<file path="src/rtl/mem_fifo_ctrl_pkg.sv">
`default_nettype none
// ============================================================================
// Module   : mem_fifo_ctrl_pkg
// Brief    : Shared sizing defaults and depth derivation for the FIFO
//            controller and the memory it drives.
// Revision : 1.0 - initial release
// ============================================================================
package mem_fifo_ctrl_pkg;

    localparam int c_ADDR_SIZE_DEFAULT = 4;
    localparam int c_BYTE_SIZE_DEFAULT = 8;

    // Number of memory entries addressed by an addr_size-bit pointer.
    function automatic int fifo_depth(input int addr_size);
        return 1 << addr_size;
    endfunction

endpackage
`default_nettype wire

</file>
<file path="src/rtl/mem_fifo_ctrl.sv">
`default_nettype none
// ============================================================================
// Module   : mem_fifo_ctrl
// Brief    : Valid/ready FIFO controller around an external memory with
//            combinational read data. Holds only the pointers and occupancy.
// Revision : 1.0 - initial release
// ============================================================================
module mem_fifo_ctrl
    import mem_fifo_ctrl_pkg::*;
#(
    parameter int ADDR_SIZE = c_ADDR_SIZE_DEFAULT,
    parameter int BYTE_SIZE = c_BYTE_SIZE_DEFAULT
) (
    input  logic                 clock,
    input  logic                 reset,
    input  logic                 flush,
    input  logic                 in_valid,
    output logic                 in_ready,
    input  logic [BYTE_SIZE-1:0] in_data,
    output logic                 out_valid,
    input  logic                 out_ready,
    output logic [BYTE_SIZE-1:0] out_data,
    output logic [ADDR_SIZE:0]   count,
    output logic                 mem_wen,
    output logic [ADDR_SIZE-1:0] mem_waddr,
    output logic [BYTE_SIZE-1:0] mem_wdata,
    output logic [ADDR_SIZE-1:0] mem_raddr,
    input  logic [BYTE_SIZE-1:0] mem_rdata
);

    localparam logic [ADDR_SIZE:0] c_DEPTH = (ADDR_SIZE+1)'(fifo_depth(ADDR_SIZE));

    logic [ADDR_SIZE-1:0] r_wr_ptr;
    logic [ADDR_SIZE-1:0] r_rd_ptr;
    logic [ADDR_SIZE:0]   r_count;
    logic                 w_push;
    logic                 w_pop;

    // Handshake flags come straight from the occupancy register, so a pop
    // on a full queue only frees a slot from the following cycle.
    assign in_ready  = (r_count != c_DEPTH);
    assign out_valid = (r_count != '0);
    assign w_push    = in_valid & in_ready;
    assign w_pop     = out_valid & out_ready;

    // Reset and flush both discard the cycle's push, so the memory must not
    // be written either.
    assign mem_wen   = w_push & ~reset & ~flush;
    assign mem_waddr = r_wr_ptr;
    assign mem_wdata = in_data;
    assign mem_raddr = r_rd_ptr;
    assign out_data  = mem_rdata;
    assign count     = r_count;

    // Pointer and occupancy update; pointers wrap naturally at DEPTH.
    always_ff @(posedge clock) begin
        if (reset || flush) begin
            r_wr_ptr <= '0;
            r_rd_ptr <= '0;
            r_count  <= '0;
        end else begin
            if (w_push) begin
                r_wr_ptr <= r_wr_ptr + 1'b1;
            end
            if (w_pop) begin
                r_rd_ptr <= r_rd_ptr + 1'b1;
            end
            case ({w_push, w_pop})
                2'b10:   r_count <= r_count + 1'b1;
                2'b01:   r_count <= r_count - 1'b1;
                default: r_count <= r_count;
            endcase
        end
    end

endmodule
`default_nettype wire

</file>
<file path="config.mk">
export PLATFORM = sky130hd
export DESIGN_NAME = mem_fifo_ctrl
export DESIGN_NICKNAME = d
export VERILOG_FILES = /design/src/rtl/mem_fifo_ctrl_pkg.sv /design/src/rtl/mem_fifo_ctrl.sv
export SDC_FILE = /design/constraint.sdc
export NUM_CORES = 1
export LEC_CHECK = 0
export ABC_AREA = 1
export ABC_CLOCK_PERIOD_IN_PS = 4100
export CORE_MARGIN = 2
export CORE_UTILIZATION = 40
export DETAILED_ROUTE_END_ITERATION = 8
export PLACE_DENSITY = 0.93
export SLEW_MARGIN = 20
export SYNTH_ARGS = -nofsm -noshare
export SYNTH_HDL_FRONTEND = slang
export SYNTH_SLANG_ARGS = --single-unit
</file>
<file path="constraint.sdc">
create_clock -name clock -period 4.1 [get_ports clock]
set_clock_uncertainty 0.15 [all_clocks]
set_input_delay 0.615 -clock clock [delete_from_list [all_inputs] [get_ports clock]]
set_output_delay 0.615 -clock clock [all_outputs]
set_load 0.05 [all_outputs]
</file>
== After elaboration in Yosys (flattened, before gate mapping) ==
Index checks and enable logic that the tools add are counted.

* Word-level logic and storage cells: 20
* Register bits after elaboration: 13
* Memories: 0
* Output and inout bits: 32
* ROM bits: 0
* RAM bits: 0
* Bits in latches: 0
* Input bits: 21

* Add/subtract/negate cells: 4
* Eq/ne operators: 3
* Reduce and logical (&&, ||, !) cells: 3
* $lt $le $gt $ge: 0
* Muxes and demuxes: 1
* Multiply operators: 0
* Shift-type cells: 0
* Bitwise logic cells: 6
* Div/mod/pow operators: 0

{| class="wikitable"
|+ Operator list
! operator !! count
|-
| $pmux 5 s2 || 1
|-
| $add 4x1->4 const B || 2
|-
| $add 5x1->5 const B || 1
|-
| $ne 5x5->1 const B || 1
|-
| $reduce_bool 5->1 || 1
|-
| $sub 5x1->5 const B || 1
|-
| $and 1x1->1 || 4
|-
| $eq 2x1->1 const B || 1
|-
| $eq 2x2->1 const B || 1
|-
| $not 1->1 || 2
|-
| $reduce_bool 2->1 || 1
|-
| $logic_or 1x1->1 || 1
|}

== Logic depth before layout (Yosys ltp) ==
* Depth after elaboration: 4
* Mapped depth: 15
* Mapped depth without buffers: 15

== Least setup slack after synthesis ==
OpenSTA, ideal clock, no wires.

* Path type: register to output
* Start: register r_count[0] (netlist: count[0])
* End: output mem_wen
* Path buffers: 0
* Data required time: 3335 ps
* Arrival time: 1783 ps
* Slack: 1552 ps
* Cell stages (with the launch flop): 5
* Path through: dfxtp_1 > nor2_4 > nand3_4 > nand2_4 > nor2_1

* Cells in the longest elaborated chain, start to end: 4

{| class="wikitable"
|+ Ends and longest elaborated chain
! item !! RTL line !! source
|-
| start: declaration || mem_fifo_ctrl.sv:35 || <nowiki>logic [ADDR_SIZE:0] r_count;</nowiki>
|-
| start signal: assignment || mem_fifo_ctrl.sv:69 || <nowiki>2'b10: r_count <= r_count + 1'b1;</nowiki>
|-
| start signal: assignment || mem_fifo_ctrl.sv:70 || <nowiki>2'b01: r_count <= r_count - 1'b1;</nowiki>
|-
| start signal: assignment || mem_fifo_ctrl.sv:71 || <nowiki>default: r_count <= r_count;</nowiki>
|-
| $ne 5x5->1 || mem_fifo_ctrl.sv:41 || <nowiki>assign in_ready = (r_count != c_DEPTH);</nowiki>
|-
| net in_ready || mem_fifo_ctrl.sv:18 || <nowiki>output logic in_ready,</nowiki>
|-
| $and 1x1->1 || mem_fifo_ctrl.sv:43 || <nowiki>assign w_push = in_valid & in_ready;</nowiki>
|-
| $and 1x1->1 (2 in series) || mem_fifo_ctrl.sv:48 || <nowiki>assign mem_wen = w_push & ~reset & ~flush;</nowiki>
|-
| end: declaration || mem_fifo_ctrl.sv:24 || <nowiki>output logic mem_wen,</nowiki>
|}

The timed path passes the listed nets, and every way through them passes these cells.

== Worst setup path in the final report ==
* Start: input reset
* End: output mem_wen

* Cells in the longest elaborated chain, start to end: 3

{| class="wikitable"
|+ Ends and longest elaborated chain
! item !! RTL line !! source
|-
| start: declaration || mem_fifo_ctrl.sv:15 || <nowiki>input logic reset,</nowiki>
|-
| $not 1->1 || mem_fifo_ctrl.sv:48 ||
|-
| $and 1x1->1 (2 in series) || mem_fifo_ctrl.sv:48 ||
|}

Every way passes these cells.

==> flow_summary.yaml <==
synth:
  syn_inst: 129
  async_reset_ff_frac: 0
  synthXorXnorAreaFrac: 0.0276
  ys.flop_type: "dfxtp_1"
  synth_nets: 157
  synth_top_area_cell: "dfxtp_1"
  synth_area_leaders: "dfxtp_1 (27%), buf_4 (13%), ha_1 (7.9%)"
  synth-seq-cells: 13
  yosys.area_share.simple: 0.306
  yosys.area.top_type_share: 0.273
  synthAdderAreaFrac: 0.0997
  seq_area_frac_synth: 0.273
  synth.distinct_cells: 24
  synth_mux_area_frac: 0
  avgSynthCellArea_um2: 7.39
  synth_compound_area_frac: 0.0722
  synth_warnings: 0
  synth_edf_count: 0
  synth_top_family_by_area: "simple AND/OR/NAND/NOR gates"
  synth_area_um2: 953
floorplanning:
  rows: 17
  fp.dieW_um: 52.8
  start_util: 0.427
  coreArea_um2: 2230
  chipHeight_um: 52.8
  dieArea_um2: 2790
  io_pins: 53
pwr:
  leakage_nw: 0.497
  ir_worst_vdd_mv: 0.233
  p_per_area_nw_per_um2: 409
finish:
  finalCoreUtilization: 0.485
  layout_common_cells: "clkdlybuf4s50_1 (20), nor2_1 (18), nand2_1 (18)"
  final_nets: 165
  seqCellArea_um2: 260
  layout.cells.most_common: "clkdlybuf4s50_1"
  syn_to_final_growth_pct: 13.6
  multi_input_area_um2: 482
  drive_gt1_frac: 0.118
  insertedDiodeCount: 0
  fillers: 221
global_route:
  antenna_found_initial: 0
  gr-usage-all-layers: 0.135
  grt_overflow_total: 0
  grt_pass1_wl_um: 2820
  grt_pass1_vias: 715
  grt_max_degree: 9
setup_path:
  critical_path_arrival_ns: 2.32
  regToRegEndpoint: "count[4]"
  critPathCaptureType: "primary output"
  rr_worst_depth: 14
  reg2reg_slack_ns: 1.84
  crit_path_end: "mem_wen"
  startpoint_type: "input pin"
  path_class: "input pin to primary output"
  cp-startpoint: "reset"
  timing.rr.start: "count[1]"
  worstPathMaxFanout: 7
  required_ns: 3.34
run_status:
  outcome: "finished, final reports clean"
place:
  pre_cts_ws_ns: 1.02
  dp_hpwl_um: 1380
  gp_congestion: 0.825
  io_buffers: 20
timing:
  hold_viol: 0
  relSlewSlack: 0.665
  min_period_over_period: 0.753
  worst_slack_ns: 1.01
  max_freq_mhz: 324
  tightest_slew_ns: 0.501
  final-setup-viol-count: 0
  tns_ns: 0
  rsz0062_at_grt: "false"
  period_needed_ns: 3.09
  drv_slew: 0
clocking:
  cts_hold_buffers: 0
  cts.path.max_buffers: 2
  clk_latency_ns: 0.27
  h-tree-depth: 1
  cts_tree: "yes"
  numCtsBuffers: 3
  cts.sinks: 13
  cts.root.buffer_cell: "clkbuf_4"
  post-cts-setup-buffers: 0
  clk_pin_slew_worst_paths_ns: 0.08
  cts_resized: 0
drt:
  drt-total-wl_um: 1720
  route.detailed.drc: 0
  via_count: 782
  drtPass1Iterations: 4
  viasPerCell: 4.77
  drtIter0Drc: 16
  antenna_left: 0
  wl_per_cell_um: 10.5
run:
  drv_cap: 0
worst_hold_path:
  hold_path_class: "register to register"
[cell usage after synthesis, types with 2 or more instances]
cell type and n:
inv_1 16, a21oi_1 5, nor2_4 2, nand3_4 2, nand2_1 18, nand4_1 2
o21ai_1 4, o21ai_0 3, dfxtp_1 13, xor2_1 2, ha_1 6, inv_2 3
buf_4 16, nor2_1 18, nand3_1 9, nand2_4 2
[cell families (layout without fill, tap and decap cells)]
family,Yosys count,count (layout)
fa+ha+maj,7,7
compound gates,13,13
simple gates,56,56
buf+inv,37,44
flops,13,13
xor+xnor,3,3
[state kept, by name, indices dropped and copies added (netlist names)]
name       count
count          5
mem_raddr      4
mem_waddr      4
[through the flow]
step	instance area (µm²)	hold slack [ns]	instances	power [mW]
after CTS	1080	0.365	164	0.446
after detailed placement	1060	0.355	160	0.367
after global placement	1060	0.351	160	0.360
after floorplan	953	0.559	129	0.353
after global routing	1080	0.387	164	0.471
final	1080	0.365	164	0.443
[cell type report]
cell class | count | area share
Clock buffer | 4 | 0.0242
Inverter | 20 | 0.0739
Multi-Input combinational cell | 79 | 0.445
Sequential cell | 13 | 0.240
Tap cell | 28 | 0.0323
Timing Repair Buffer | 20 | 0.185
[worst min-delay path by stage]
stage                             from      endpoint  slack (ns)  depth (start not counted)
after detailed placement  mem_waddr[2]  mem_waddr[2]        0.35                          2
final                     mem_waddr[2]  mem_waddr[2]        0.36                          2
after floorplan           mem_raddr[2]  mem_raddr[2]        0.56                          2
after global placement    mem_waddr[2]  mem_waddr[2]        0.35                          2
after global routing      mem_waddr[2]  mem_waddr[2]        0.39                          2
after CTS                 mem_waddr[2]  mem_waddr[2]        0.37                          2
[report_power, final]
group / switching [mW] / total, mW / internal (mW)
registers: 0.0152 / 0.151 / 0.136
clock network: 0.0412 / 0.0789 / 0.0377
logic: 0.139 / 0.213 / 0.0737
[routing by layer]
metal  part of all wire  vias up  track usage  wire, µm
met5                  0        -            0         0
met2               0.47       22        0.227       814
met3              0.063        5       0.0229       108
li1                   -      405            -         -
met1               0.45      350        0.162       766
met4              0.016        0       0.0726        28
[critical path: stages]
cell             delay [ns]
clkdlybuf4s50_1        0.39
or2_1                  0.36
nor2_1                 0.15
clkdlybuf4s50_1        0.81
Power figures use the tool's default switching activity.
